[src/rtl/ballot_pkg.sv]
// rtl/ballot_pkg.sv - shared constants and state type for the ballot collector
package ballot_pkg;

  localparam int NUM_VOTERS          = 5;
  localparam int NUM_CAND            = 3;
  localparam int VOTER_W             = 3;
  localparam int DEFAULT_TIMEOUT_CYC = 1024;

  typedef enum logic [1:0] {
    IDLE    = 2'd0,
    COLLECT = 2'd1,
    DONE    = 2'd2
  } state_t;

endpackage

[src/rtl/ballot_collector_if.sv]
// rtl/ballot_collector_if.sv - ballot offer port (valid/ready handshake plus payload)
interface ballot_collector_if;
  import ballot_pkg::*;

  logic                ballot_valid;
  logic                ballot_ready;
  logic [VOTER_W-1:0]  ballot_voter;
  logic [NUM_CAND-1:0] ballot_choice;

  modport master (
    output ballot_valid,
    output ballot_voter,
    output ballot_choice,
    input  ballot_ready
  );

  modport slave (
    input  ballot_valid,
    input  ballot_voter,
    input  ballot_choice,
    output ballot_ready
  );

endinterface

[src/rtl/ballot_checker.sv]
// rtl/ballot_checker.sv - combinational ballot legality check, shareable by other front-ends
module ballot_checker
  import ballot_pkg::*;
(
  input  logic [VOTER_W-1:0]    voter,
  input  logic [NUM_CAND-1:0]   choice,
  input  logic [NUM_VOTERS-1:0] voted_mask,
  output logic                  is_valid,
  output logic                  is_repeat
);

  logic in_range;
  logic one_hot;

  always_comb begin
    in_range  = (voter < VOTER_W'(NUM_VOTERS));
    one_hot   = $onehot(choice);
    is_valid  = in_range && one_hot;
    // Loop instead of voted_mask[voter]: ids 5..7 must not index past the mask.
    is_repeat = 1'b0;
    for (int i = 0; i < NUM_VOTERS; i++) begin
      if ((voter == VOTER_W'(i)) && voted_mask[i]) begin
        is_repeat = 1'b1;
      end
    end
  end

endmodule

[src/rtl/ballot_collector.sv]
// rtl/ballot_collector.sv - voting round FSM, timeout timer and per-voter ballot storage
// Optional BALLOT_REVOTE_EN: a repeat legal ballot overwrites the stored one instead of being rejected.
module ballot_collector
  import ballot_pkg::*;
#(
  parameter int TIMEOUT_CYC = DEFAULT_TIMEOUT_CYC
) (
  input  logic                  clk,
  input  logic                  rst,
  input  logic                  start,
  ballot_collector_if.slave     bal,
  output logic [NUM_CAND-1:0]   A,
  output logic [NUM_CAND-1:0]   B,
  output logic [NUM_CAND-1:0]   C,
  output logic [NUM_CAND-1:0]   D,
  output logic [NUM_CAND-1:0]   E,
  output logic [NUM_VOTERS-1:0] voted_mask,
  output logic                  ballots_done,
  input  logic                  ack,
  output logic                  reject
);

  localparam int TW = $clog2(TIMEOUT_CYC + 1);

  state_t              state_q;
  state_t              state_d;
  logic [TW-1:0]       timer_q;
  logic [NUM_CAND-1:0] ballot_q [NUM_VOTERS];

  logic                  is_valid;
  logic                  is_repeat;
  logic                  handshake;
  logic                  accept;
  logic                  timeout_hit;
  logic [NUM_VOTERS-1:0] voter_onehot;
  logic [NUM_VOTERS-1:0] mask_next;

  ballot_checker u_checker (
    .voter      (bal.ballot_voter),
    .choice     (bal.ballot_choice),
    .voted_mask (voted_mask),
    .is_valid   (is_valid),
    .is_repeat  (is_repeat)
  );

  assign bal.ballot_ready = (state_q == COLLECT);
  assign handshake        = bal.ballot_valid && bal.ballot_ready;
  assign timeout_hit      = (timer_q == TW'(TIMEOUT_CYC - 1));

`ifdef BALLOT_REVOTE_EN
  assign accept = handshake && is_valid;
`else
  assign accept = handshake && is_valid && !is_repeat;
`endif

  always_comb begin
    voter_onehot = '0;
    for (int i = 0; i < NUM_VOTERS; i++) begin
      voter_onehot[i] = (bal.ballot_voter == VOTER_W'(i));
    end
    // A revote leaves the mask untouched; a first vote sets its bit.
    mask_next = voted_mask;
    if (accept && !is_repeat) begin
      mask_next = voted_mask | voter_onehot;
    end
  end

  always_comb begin
    state_d = state_q;
    case (state_q)
      IDLE: begin
        if (start) state_d = COLLECT;
      end
      COLLECT: begin
        if ((&mask_next) || timeout_hit) state_d = DONE;
      end
      DONE: begin
        if (ack) state_d = IDLE;
      end
      default: state_d = IDLE;
    endcase
  end

  always_ff @(posedge clk or posedge rst) begin
    if (rst) begin
      state_q <= IDLE;
    end else begin
      state_q <= state_d;
    end
  end

  always_ff @(posedge clk or posedge rst) begin
    if (rst) begin
      timer_q      <= '0;
      voted_mask   <= '0;
      ballots_done <= 1'b0;
      reject       <= 1'b0;
      for (int i = 0; i < NUM_VOTERS; i++) ballot_q[i] <= '0;
    end else begin
      reject       <= handshake && !accept;
      ballots_done <= (state_d == DONE);
      case (state_q)
        IDLE: begin
          if (start) begin
            timer_q    <= '0;
            voted_mask <= '0;
            for (int i = 0; i < NUM_VOTERS; i++) ballot_q[i] <= '0;
          end
        end
        COLLECT: begin
          timer_q    <= timer_q + TW'(1);
          voted_mask <= mask_next;
          for (int i = 0; i < NUM_VOTERS; i++) begin
            if (accept && voter_onehot[i]) ballot_q[i] <= bal.ballot_choice;
          end
        end
        default: ;
      endcase
    end
  end

  assign A = ballot_q[0];
  assign B = ballot_q[1];
  assign C = ballot_q[2];
  assign D = ballot_q[3];
  assign E = ballot_q[4];

endmodule

[src/flat_wrapper.sv]
// flat-port wrapper written by rule: the top's interface ports become plain ports
module ballot_collector_flat import ballot_pkg::*;
#(
  parameter int TIMEOUT_CYC = DEFAULT_TIMEOUT_CYC
)
  (clk, rst, start, A, B, C, D, E, voted_mask, ballots_done, ack, reject, bal_ballot_valid, bal_ballot_voter, bal_ballot_choice, bal_ballot_ready);
  ballot_collector_if bal_i ();
  input  logic clk;
  input  logic rst;
  input  logic start;
  output logic [NUM_CAND-1:0] A;
  output logic [NUM_CAND-1:0] B;
  output logic [NUM_CAND-1:0] C;
  output logic [NUM_CAND-1:0] D;
  output logic [NUM_CAND-1:0] E;
  output logic [NUM_VOTERS-1:0] voted_mask;
  output logic ballots_done;
  input  logic ack;
  output logic reject;
  input wire logic [$bits(bal_i.ballot_valid)-1:0] bal_ballot_valid;
  input wire logic [$bits(bal_i.ballot_voter)-1:0] bal_ballot_voter;
  input wire logic [$bits(bal_i.ballot_choice)-1:0] bal_ballot_choice;
  output wire logic [$bits(bal_i.ballot_ready)-1:0] bal_ballot_ready;
  assign bal_i.ballot_valid = bal_ballot_valid;
  assign bal_i.ballot_voter = bal_ballot_voter;
  assign bal_i.ballot_choice = bal_ballot_choice;
  assign bal_ballot_ready = bal_i.ballot_ready;
  ballot_collector #(.TIMEOUT_CYC(TIMEOUT_CYC)) u_core (.clk(clk), .rst(rst), .start(start), .bal(bal_i), .A(A), .B(B), .C(C), .D(D), .E(E), .voted_mask(voted_mask), .ballots_done(ballots_done), .ack(ack), .reject(reject));
endmodule
[config.mk]
export PLATFORM = sky130hd
export DESIGN_NAME = ballot_collector_flat
export DESIGN_NICKNAME = d
export VERILOG_FILES = /design/src/rtl/ballot_pkg.sv /design/src/rtl/ballot_collector_if.sv /design/src/rtl/ballot_checker.sv /design/src/rtl/ballot_collector.sv /design/src/flat_wrapper.sv
export SDC_FILE = /design/constraint.sdc
export NUM_CORES = 1
export LEC_CHECK = 0
export CORE_UTILIZATION = 23
export CTS_CLUSTER_DIAMETER = 200
export DETAILED_ROUTE_END_ITERATION = 12
export PLACE_DENSITY = 0.44
export SETUP_SLACK_MARGIN = 0.1
export SYNTH_ARGS = -nofsm -noshare
export SYNTH_HDL_FRONTEND = slang
export SYNTH_SLANG_ARGS = --single-unit
[constraint.sdc]
create_clock -name clk -period 2.05 [get_ports clk]
set_input_delay 0.5125 -clock clk [delete_from_list [all_inputs] [get_ports clk]]
set_output_delay 0.5125 -clock clk [all_outputs]
set_load 0.02 [all_outputs]
==> results.md, run 1 <==
- The flow ran to the end, but the final reports show violations.
- The checks that failed: setup timing.
- The library cells used most frequently in the layout, excluding fill and tap cells, are sky130_fd_sc_hd__dfrtp_1, sky130_fd_sc_hd__buf_4, sky130_fd_sc_hd__clkdlybuf4s50_1.
- Of the total power, registers draw 0.351.
- The total iterations of the first detailed-routing run is 4.
- The die area is 8080 um^2.
- The design internal power is 1.69 mW.
- In the final routed layout, each cell accounts on average for 14.5 um.
- For the pin with the worst max-slew slack, the measured transition is 0.506 ns.
- Dividing the final minimum period by the clock period gives 1.13.
- The net switching component of the power is 1.00 mW.
- For the worst setup path, the data arrival time is 2.51 ns.
- Setup repair after global routing could not meet its margin everywhere.
- The number of buffers created by CTS is 5.
- For this run the aggregate overflow at the end of global routing stands at 0.
- The post-route worst setup slack is -0.273 ns.
- The worst pin sits at a relative slew slack of 0.661.
- The kind of path behind the tightest hold check is reg2reg.
- The aggregate global-route resource usage is 0.126.
- The worst setup path is captured at a register.
- In this run the number of cells on the critical path is 8.
- In this run the remaining antenna-violating nets after routing total 0.
- After the first detailed-routing iteration, the DRC count stood at 53.
- For this configuration, the core starts out at a cell density of 0.241.
- The total of max-cap violations is 0.
- The worst hold path depth is 1.
- The critical path required time is 2.24 ns.
- The commonest non-fill, non-tap cell in the layout is sky130_fd_sc_hd__dfrtp_1.
- After detailed routing, the number of vias per cell comes to 4.70.
- Of the total power, the share spent switching nets is 0.373.
- The worst-case clock skew is 0.0108 ns.
- The tree is rooted in a sky130_fd_sc_hd__clkbuf_8.
- The depth of the worst register-to-register path is 6.
- The number of hold violations in the final report came to 0.
- In the final timing run, aggregate negative setup slack is -1.65 ns.
- Entering global routing, the biggest net connects 36 pins.
- The maximum count of clock buffers along a single path is 2.
- For this block, the via count after detailed routing is 1607.
- The clock network latency to the later pin of the worst-skew pair is 0.29 ns.
- After the last flow step, the layout net total stands at 255.
- The highest clock frequency the design can meet is 431 MHz.
- The kind of cell with the highest combined delay on the critical path is simple AND/OR/NAND/NOR gates.
- For this run, asynchronously set or reset flops after synthesis account for 1.00.
- The clock-pin slew on the worst setup and hold paths is 0.08 ns.
- For this design, the slowest cell found on the critical path is sky130_fd_sc_hd__or4b_4.
- STA classifies the critical path startpoint as an input pin.
- The number of antenna diodes is 0.
- Once layout is complete, the utilization of the core stands at 0.362.
- Of the total power, combinational logic draws 0.439.
- The total wire length after detailed routing is 4950 um.
- The total power is 2.69 mW.
- The final hold slack is 0.485 ns.
- The number of global-route vias before repair is 1537.
- At the placement stage, the worst setup path has a slack of -1.20 ns.
- The number of setup violations in the final report is 15.
- The chip width is 89.9 um.
- The register bit count reported by yosys is 35.
- VDD sags by at most 552 uV.
- Traced cell by cell, the critical path runs through buf_8 > inv_12 > fa_1 > nor3b_2 > nand3_2 > or4b_4 > mux2_4 > a22o_1.
- The height of the chip is 89.9 um.
- Clock tree synthesis found a total of 35 sinks.
- In the final layout, the share of cells above drive strength 1 is 0.292.
- The estimated wirelength of the detail-placed design is 3570 um.
- For this design, the CTS-stage hold fixing added 0 buffers.
- The share of the Yosys chip area taken by registers is 0.493.
- The clock tree from TritonCTS is built.
- For this design the top-level I/O count stands at 34.
- The synthesized design contains 0 enable-type register cells.
- The number of filler cells placed in the layout is 750.
- The CTS H-tree depth is 2.
- After floorplanning, the core was divided into 31 placement rows.
- After floorplanning, the core was sized to cover 7370 um^2.
- The type of the worst setup path is in2reg.
- The number of antenna violations at the first check in global routing is 0.
- The share of total power dissipated in the clock network is 0.210.
- The first-pass GRT wire length is 8070 um.
- The remaining design rule violation count is 0.
- The post-synth design cell area is 1780 um^2.
- The minimum clock period after layout is 2.32 ns.
- In this run the power density over the cells is 1010 nW/um^2.
- The synthesis warning total is 0.
- The maximum fanout along the worst path is 4.
- The congestion estimate from routability-driven global placement came to 0.809.
- The critical path contains buffers and inverters numbering 2 combined.
- The cell count after synthesis is 177.
- The leakage power total is 1.21 nW.
- The count of input and output buffers is 33.
- In this design, the stage delay of the slowest critical-path cell is 0.54 ns.
- The post-synthesis to final-layout area growth is 50.1%.
- The synthesized area per cell is 10.0 um^2.
- When the netlist entered floorplanning its net count stood at 190.
- The number of max-slew violations in the final report came to 0.
- Synthesis instantiated 41 different standard cells from the library.
- The most used flip-flop cell after synthesis is sky130_fd_sc_hd__dfrtp_1.
## worst paths after layout
kind / end / from / slack [ns]
max in group asynchronous: u_core.timer_q[3]$_DFFE_PP0P_ / rst / 1.09
hold / removal: u_core.timer_q[10]$_DFFE_PP0P_ / u_core.timer_q[10]$_DFFE_PP0P_ / 0.49
min in group asynchronous: u_core.B[0]$_DFFE_PP0P_ / rst / 0.63
setup / recovery: u_core.B[0]$_DFFE_PP0P_ / bal_ballot_choice[0] / -0.27
setup reg to reg: u_core.B[0]$_DFFE_PP0P_ / u_core.state_q[1]$_DFF_PP0_ / 0.17
hold reg to reg: u_core.timer_q[10]$_DFFE_PP0P_ / u_core.timer_q[10]$_DFFE_PP0P_ / 0.49
## cell families (layout without fill, tap and decap cells)
kind of cell               Yosys count  count (layout)  synth area share
adders and majority gates            2               2            0.0183
DFF                                 35              35             0.493
and+or+nand+nor                     69              69             0.216
buffers and inverters               18              84            0.0458
muxes                               10              10            0.0655
AOI/OAI and AO/OA                   43              43             0.161
## power groups by stage
stage	clock network, mW	logic (mW)	registers (mW)
after floorplan	0	0.551	1.03
after global placement	0	1.16	0.955
after detailed placement	0	1.17	0.952
after CTS	0.582	1.20	0.946
after global routing	0.615	1.28	0.965
final	0.565	1.18	0.946
## layout make-up
cell class | count | area, um^2 | area share
multi-input combinational | 124 | 876 | 0.328
tap | 99 | 124 | 0.0465
clock buffer | 8 | 100 | 0.0375
timing repair buffer | 67 | 637 | 0.239
inverter | 9 | 53.8 | 0.0202
sequential | 35 | 876 | 0.328
## timing repair
| item | CTS | global route |
|---|---|---|
| endpoints found under the setup margin | 25 | 24 |
| setup buffers | 5 | 0 |
| gates cloned | 0 | 0 |
| pin swaps | 14 | 8 |
| resized for setup | 38 | 6 |
## metrics by stage
| step | instance area (um^2) | std cells |
|---|---|---|
| 3_5_place_dp | 2450 | 330 |
| 4_1_cts | 2660 | 343 |
| 6_report | 2670 | 342 |
| 2_1_floorplan | 1810 | 177 |
| 5_1_grt | 2670 | 342 |
| 3_3_place_gp | 2450 | 330 |
## routing by layer
layer | GRT usage | vias to the layer above | share of wire
met5 | 0 | - | 0
met4 | 0.0444 | 0 | 0.019
li1 | - | 779 | -
met3 | 0.0313 | 9 | 0.041
met1 | 0.176 | 781 | 0.51
met2 | 0.188 | 38 | 0.43
## registers in the layout, indices dropped and copies added, names as in the netlist
name and cells:
u_core.A 3, u_core.voted_mask 5, u_core.ballots_done 1, u_core.E 3, u_core.state_q 2, u_core.reject 1
u_core.timer_q 11, u_core.B 3, u_core.D 3, u_core.C 3
## cells in the mapped netlist, types with 2 or more instances
library cell	instances	area, um^2
sky130_fd_sc_hd__mux2i_1	3	30.0
sky130_fd_sc_hd__mux2_4	2	30.0
sky130_fd_sc_hd__nand3_1	9	45.0
sky130_fd_sc_hd__o21ai_0	15	75.1
sky130_fd_sc_hd__nor3_1	2	10.0
sky130_fd_sc_hd__and3_1	4	25.0
sky130_fd_sc_hd__o22ai_1	4	25.0
sky130_fd_sc_hd__nand4_1	4	25.0
sky130_fd_sc_hd__a21oi_1	4	20.0
sky130_fd_sc_hd__a22o_1	7	61.3
sky130_fd_sc_hd__clkbuf_1	7	26.3
sky130_fd_sc_hd__a31oi_1	4	25.0
sky130_fd_sc_hd__a221o_1	2	20.0
sky130_fd_sc_hd__nand2_1	21	78.8
sky130_fd_sc_hd__nor3b_1	5	37.5
sky130_fd_sc_hd__mux2_2	5	56.3
sky130_fd_sc_hd__nand4b_1	2	17.5
sky130_fd_sc_hd__nand3b_1	4	30.0
sky130_fd_sc_hd__nor2_1	10	37.5
sky130_fd_sc_hd__inv_1	8	30.0
sky130_fd_sc_hd__dfrtp_1	35	876
## worst register-to-register path, cell delays in order, from the launching register on
cell,delay [ns]
sky130_fd_sc_hd__dfrtp_1,0.38
sky130_fd_sc_hd__nand2b_4,0.20
sky130_fd_sc_hd__clkinv_4,0.10
sky130_fd_sc_hd__nand3_2,0.09
sky130_fd_sc_hd__or4b_4,0.54
sky130_fd_sc_hd__mux2_4,0.31
sky130_fd_sc_hd__a22o_1,0.17
(Power assumes the default switching activity.)
==> run 2: changes to the inputs <==
PLACE_DENSITY = 0.43   (was 0.44)
clock period = 2.5 ns   (was 2.05 ns; I/O delays follow)
==> run 2 against run 1 <==
  * Count of clock-buffer cells in the layout shrank 2
  * Non-clock buffer count down 2
  * Critical path type unchanged
  * Critical path depth is the same
  * Final cell count shrank 0.58%
  * Largest cell class is now multi-input gates
  * Sequential power fell by 18%
  * Clock skew down 0.0019 ns
  * Hold slack worse by 0.0042 ns
  * Highest routed layer unchanged
  * The run now ends clean
==> results.md, run 2 (same netlist as run 1, synthesis figures left out) <==
- The floorplan step defined a die boundary enclosing 8080 um^2.
- Detailed routing inserted a total of 1611 vias.
- STA puts the critical path data required time at 2.67 ns.
- Once detail routing completed, the nets flagged for antenna violations numbered 0.
- The overflow left after global routing is 0.
- Clock-pin slew was measured on the worst setup and hold paths at 0.08 ns.
- The remaining design rule violation count is 0.
- The net switching component of the power is 797 uW.
- The region available for standard cell placement spans 7370 um^2.
- The routed design could run at a clock period as short as 2.44 ns.
- The cts-stage hold buffer count is 0.
- After detailed routing, the met2 layer carries 2290 um of wire.
- During I/O placement, the number of pins put on the boundary was 34.
- The type of the worst setup path is in2reg.
- Once routing completed, OpenROAD measured the worst setup slack at 0.0555 ns.
- The multi-input logic area is 878 um^2.
- The met1 layer wirelength in the final routing is 2380 um.
- The maximum count of clock buffers along a single path is 2.
- For the final routed database, the setup TNS stands at 0 ns.
- The fraction of final layout cells sized beyond drive strength 1 is 0.274.
- The number of setup violations in the final report is 0.
- The largest single stage delay on the critical path is 0.53 ns.
- The critical path goes through buf_8 > inv_4 > fa_1 > nor3b_2 > nand3_2 > or4b_4 > mux2_4 > a22o_1.
- The number of hold violations in the final report came to 0.
- The number of antenna violations at the first check in global routing is 0.
- The leakage power total is 1.14 nW.
- The total of max-cap violations is 0.
- The library cell used most frequently in the layout, excluding fill and tap cells, is sky130_fd_sc_hd__dfrtp_1.
- The number of global-route vias before repair is 1617.
- Data arrives at the worst endpoint at 2.62 ns.
- The kind of end point of the critical path is a register.
- The register with the most flip-flops in the layout has 11 of them.
- The sequential group share of total power is 0.344.
- Counting tap cells, the placed design contains a total of 324 instances.
- The tree built by TritonCTS fans out to 35 sinks.
- The final weighted congestion of routability-driven global placement is 0.820.
- The total wire length after detailed routing is 4910 um.
- Setup repair after global routing could not meet its margin everywhere.
- The number of max-slew violations in the final report is 0.
- The H-tree was split into 2 levels.
- The largest voltage drop on the vdd net is 514 uV.
- The chip width is 89.9 um.
- The power share of the combinational group is 0.381.
- The initial core utilization is 0.241.
- The cell with the largest stage delay on the worst path is sky130_fd_sc_hd__or4b_4.
- In the final routed layout, each cell accounts on average for 14.4 um.
- The clock network latency to the later pin of the worst-skew pair is 0.29 ns.
- The kind of path behind the tightest hold check is reg2reg.
- Static timing analysis puts the maximum clock frequency at 409 MHz.
- In the layout the commonest cells are sky130_fd_sc_hd__dfrtp_1, sky130_fd_sc_hd__buf_4, sky130_fd_sc_hd__clkdlybuf4s50_1.
- For the pin with the worst max-slew slack, the measured transition is 0.482 ns.
- The maximum fanout along the worst path is 3.
- The worst-case clock skew is 0.00892 ns.
- The aggregate global-route resource usage is 0.129.
- In this run, CTS created clock tree buffers numbering 5.
- The first global-routing pass estimated 8250 um of wire.
- The final layout contains 253 nets.
- The clock share of power is 0.275.
- The utilization after layout is 0.359.
- Before antenna repair, the detailed router went through 5 iterations.
- Leaving out filler cells and counting taps, the final layout contains 340.
- The tree is rooted in a sky130_fd_sc_hd__clkbuf_8.
- The design internal power is 1.46 mW.
- The critical path launch point type is an input pin.
- Entering global routing, the biggest net connects 36 pins.
- The row count is 31.
- The run finished with clean final reports.
- Power spread over the standard cell area amounts to 855 nW/um^2.
- From synthesis to final layout, the design area changed by 48.7%.
- Timing analysis after detailed placement gives a worst setup slack of -0.701 ns.
- The largest registers in the layout are u_core.timer_q (11), u_core.voted_mask (5).
- The register bank with the most flops is u_core.timer_q.
- The portion of the clock cycle consumed by the worst path in the final layout is 0.978.
- TritonCTS built the clock tree.
- The number of antenna diodes in the final layout is 0.
- The iteration-0 DRC count of the detailed router is 33.
- The number of filler cells placed in the layout is 777.
- In this run the top signal layer used is met4.
- The height of the chip is 89.9 um.
- The detailed-route vias per instance is 4.74.
- The estimated wirelength of the detail-placed design is 3480 um.
- The routed wire length on met3 is 180 um.
- The count of input and output buffers is 33.
- The remaining max-slew budget at the tightest pin is 0.679.
- The area occupied by registers is 876 um^2.
- The final hold slack is 0.481 ns.
- The switching part of the total power is 0.353.
-- run 2: changes by cell type in the layout (fill, tap and decap cells not counted), sizes merged --
cell | previous run | this run
dlygate4sd2 | 1 | 0
dlymetal6s2s | 4 | 0
clkbuf | 8 | 6
bufinv | 0 | 2
clkdlybuf4s50 | 25 | 30
buf | 37 | 35
-- run 2: cell type report --
type	count	share of cell area
Inverter	9	0.0175
Multi-Input combinational cell	124	0.332
Tap cell	99	0.0469
Sequential cell	35	0.331
Clock buffer	6	0.0275
Clock inverter	2	0.0227
Timing Repair Buffer	65	0.222
-- run 2: timing repair --
action | in CTS | in global routing
pin swaps | 7 | 13
gates resized for setup | 23 | 10
buffers inserted | 6 | 2
endpoints found under the setup margin | 20 | 11
hold endpoints to repair | 0 | 0
-- run 2: critical path, delay by kind of cell --
kind	cells	cell delay (ns)
mux	1	0.31
simple gates	3	0.89
fa+ha+maj	1	0.50
compound gates	1	0.18
buf+inv	2	0.11
-- run 2: power groups by stage --
stage | Sequential (mW) | Clock (mW) | Combinational, mW
3_3_place_gp | 0.788 | 0 | 0.846
6_report | 0.777 | 0.622 | 0.860
5_1_grt | 0.795 | 0.666 | 0.950
2_1_floorplan | 0.845 | 0 | 0.443
4_1_cts | 0.775 | 0.638 | 0.860
3_5_place_dp | 0.782 | 0 | 0.847
-- run 2: worst paths after layout --
check | start | to | slack [ns] | cells past startpoint
max in group asynchronous | rst | u_core.C[1]$_DFFE_PP0P_ | 1.42 | 3
min reg2reg | u_core.timer_q[10]$_DFFE_PP0P_ | u_core.timer_q[10]$_DFFE_PP0P_ | 0.48 | 1
min in group asynchronous | rst | u_core.ballots_done$_DFF_PP0_ | 0.74 | 3
max | bal_ballot_choice[2] | u_core.B[0]$_DFFE_PP0P_ | 0.06 | 8
max reg2reg | u_core.state_q[1]$_DFF_PP0_ | u_core.B[0]$_DFFE_PP0P_ | 0.50 | 6
min | u_core.timer_q[10]$_DFFE_PP0P_ | u_core.timer_q[10]$_DFFE_PP0P_ | 0.48 | 1
-- run 2: metal layers --
metal / GRT usage / vias to the layer above
met5: 0 / -
met1: 0.168 / 801
met2: 0.208 / 30
li1: - / 774
met3: 0.0313 / 6
met4: 0.0430 / 0
-- run 2: stage by stage --
stage	area [um^2]	total power [mW]
after floorplan	1780	1.29
after global placement	2370	1.63
after detailed placement	2370	1.63
after CTS	2580	2.27
after global routing	2640	2.41
final	2640	2.26
==> run 3: changes to the inputs <==
RECOVER_POWER = 100   (was unset)
==> run 3 against run 2 <==
  * Combinational power down 4.4%
  * Clock power about the same
  * Register-to-register slack about the same
  * Total power down 1.9%
  * Clock skew about the same
  * Final cell count unchanged
  * Global-route usage unchanged
  * Utilization down 0.24 points
  * Non-clock buffer count unchanged
  * Flip-flop and latch count unchanged
  * Wire length down 0.22%
  * Largest cell class is now registers
  * Highest routed layer unchanged
==> results.md, run 3 (same netlist as run 1, synthesis figures left out) <==
- The remaining design rule violation count is 0.
- The total power is 2.22 mW.
- The number of antenna violations at the first check in global routing is 0.
- The worst-case clock skew is 0.00860 ns.
- The aggregate global-route resource usage is 0.129.
- The core area is 7370 um^2.
- Routability-driven placement finished with a final weighted congestion of 0.820.
- Across the whole layout, storage elements account for 876 um^2.
- The remaining max-slew budget at the tightest pin is 0.379.
- The worst-case IR drop observed on VDD is 494 uV.
- Counting every sink on the clock net gives 35.
- The utilization after layout is 0.356.
- Based on the critical path, the design can be clocked at up to 408 MHz.
- The count of input and output buffers is 33.
- By startpoint and endpoint, the worst setup path is classified as in2reg.
- The slew at the pin with the worst max-slew slack is 0.931 ns.
- The number of global-route vias before repair is 1617.
- The number of primary I/O pins is 34.
- The worst setup path is captured at a register.
- The chip width is 89.9 um.
- The register with the most flip-flops in the layout has 11 of them.
- The number of max-slew violations in the final report was 0.
- Across all layers, the routed design uses 1603 vias.
- In this run the deepest clock path goes through 2 buffers.
- The total number of nets in the final design is 253.
- The critical path launch point type is an input pin.
- The worst endpoint data arrival time is 2.62 ns.
- The floorplan step defined a die boundary enclosing 8080 um^2.
- The number of hold violations in the final report came to 0.
- The number of antenna diodes is 0.
- Setup repair after global routing could not meet its margin everywhere.
- After detailed routing, the average wire length per cell comes to 14.4 um.
- The total placed instance area is 2370 um^2.
- The total iterations of the first detailed-routing run is 5.
- The clock tree from TritonCTS is built.
- The number of setup violations in the final report is 0.
- Of the available clock period, the critical path in the final layout requires 0.980.
- The total wire length after detailed routing is 4900 um.
- The layout has 781 filler cells.
- The total overflow left after global routing is 0.
- For the worst setup path, the data required time is 2.67 ns.
- The count of nets left with antenna violations after detail routing is 0.
- The clock tree synthesis step divided the H-tree into 2 levels.
- For this configuration, the core starts out at a cell density of 0.241.
- At the placement stage, the worst setup path has a slack of -0.701 ns.
- The multi-input logic area is 867 um^2.
- The commonest non-fill, non-tap cell in the layout is sky130_fd_sc_hd__dfrtp_1.
- For this block, the initial DRC count from the detailed router was 30.
- In the routed layout, each cell is associated on average with a via count of 4.71.
- In the final layout, the share of cells above drive strength 1 is 0.266.
- Adding up every negative setup slack in the final design gives 0 ns.
- After layout, the worst setup slack is 0.0492 ns.
- The first global-routing pass estimated 8250 um of wire.
- The row count is 31.
- The power per cell area is 845 nW/um^2.
- The kind of path behind the tightest hold check is reg2reg.
- The clock-pin slew on the worst setup and hold paths is 0.08 ns.
- The estimated wirelength of the detail-placed design is 3480 um.
- The post-synthesis to final-layout area growth is 47.7%.
- Summed over all cells, the static leakage comes to 1.20 nW.
- The run finished with clean final reports.
- The die is 89.9 um tall.
- Summing all non-filler instances in the final layout gives an area of 2630 um^2.
- In the final layout, the registers with the most flip-flops are u_core.timer_q (11), u_core.voted_mask (5).
- Clock latency on the worst-skew pair, taken at its later pin, is 0.29 ns.
- The register bank with the most flops is u_core.timer_q.
- Clock tree synthesis selected as its root buffer the cell sky130_fd_sc_hd__clkbuf_8.
- The total of max-cap violations is 0.
- Of all nets on the critical path, the largest fanout is 3.
- Entering global routing, the biggest net connects 36 pins.
- The library cells used most frequently in the layout, excluding fill and tap cells, are sky130_fd_sc_hd__dfrtp_1, sky130_fd_sc_hd__buf_4, sky130_fd_sc_hd__dlygate4sd3_1.
- The minimum clock period after layout is 2.45 ns.
- The number of buffers created by CTS is 5.
run 3: cell count changes in the layout (fill, tap and decap cells not counted):
cell | previous run | this run
sky130_fd_sc_hd__clkbuf_2 | 0 | 1
sky130_fd_sc_hd__nor3b_1 | 4 | 5
sky130_fd_sc_hd__nor3b_4 | 1 | 0
sky130_fd_sc_hd__clkdlybuf4s50_1 | 30 | 6
sky130_fd_sc_hd__buf_4 | 31 | 29
sky130_fd_sc_hd__dlygate4sd3_1 | 0 | 24
sky130_fd_sc_hd__clkbuf_1 | 1 | 2
run 3: metrics by stage:
step / hold WS (ns) / instances
6_report: 0.481 / 340
5_1_grt: 0.514 / 340
4_1_cts: 0.483 / 338
3_5_place_dp: 0.470 / 324
3_3_place_gp: 0.455 / 324
2_1_floorplan: 0.442 / 177
run 3: timing repair:
action | in CTS | in global routing
gates resized for setup | 23 | 10
pin swaps | 7 | 13
endpoints found under the hold margin | 0 | 0
buffers inserted | 6 | 2
setup endpoints to repair | 20 | 11
hold buffers | 0 | 0
gates cloned | 0 | 0
run 3: report_power, final:
group / switching [mW] / total [mW] / internal, mW
combinational: 0.470 / 0.822 / 0.353
clock: 0.222 / 0.622 / 0.399
sequential: 0.0983 / 0.774 / 0.675
run 3: critical path, stage by stage:
cell and delay (ns):
sky130_fd_sc_hd__buf_8 0.08, sky130_fd_sc_hd__inv_4 0.03, sky130_fd_sc_hd__fa_1 0.50, sky130_fd_sc_hd__nor3b_2 0.25, sky130_fd_sc_hd__nand3_2 0.12, sky130_fd_sc_hd__or4b_4 0.53, sky130_fd_sc_hd__mux2_4 0.31, sky130_fd_sc_hd__a22o_1 0.18
run 3: area by class of cell:
cell class                      instances  share of cell area
Timing Repair Buffer                   65               0.221
Clock buffer                            6              0.0276
Sequential cell                        35               0.334
Inverter                                9              0.0176
Multi-Input combinational cell        124               0.330
Tap cell                               99              0.0472
Clock inverter                          2              0.0229
run 3: final timing paths:
check / to / slack (ns) / cells after the start / from
setup / recovery: u_core.B[0]$_DFFE_PP0P_ / 0.05 / 8 / bal_ballot_choice[2]
hold / removal: u_core.timer_q[10]$_DFFE_PP0P_ / 0.48 / 1 / u_core.timer_q[10]$_DFFE_PP0P_
setup reg to reg: u_core.B[0]$_DFFE_PP0P_ / 0.50 / 6 / u_core.state_q[1]$_DFF_PP0_
hold reg to reg: u_core.timer_q[10]$_DFFE_PP0P_ / 0.48 / 1 / u_core.timer_q[10]$_DFFE_PP0P_
max in group asynchronous: u_core.C[1]$_DFFE_PP0P_ / 0.87 / 3 / rst
min in group asynchronous: u_core.ballots_done$_DFF_PP0_ / 1.06 / 3 / rst
run 3: per-layer routing:
metal | wire, um | share of wire | global-route usage | up-vias
met1 | 2380 | 0.49 | 0.168 | 790
li1 | - | - | - | 777
met3 | 171 | 0.035 | 0.0313 | 6
met5 | 0 | 0 | 0 | -
met2 | 2280 | 0.47 | 0.208 | 30
met4 | 62 | 0.013 | 0.0430 | 0
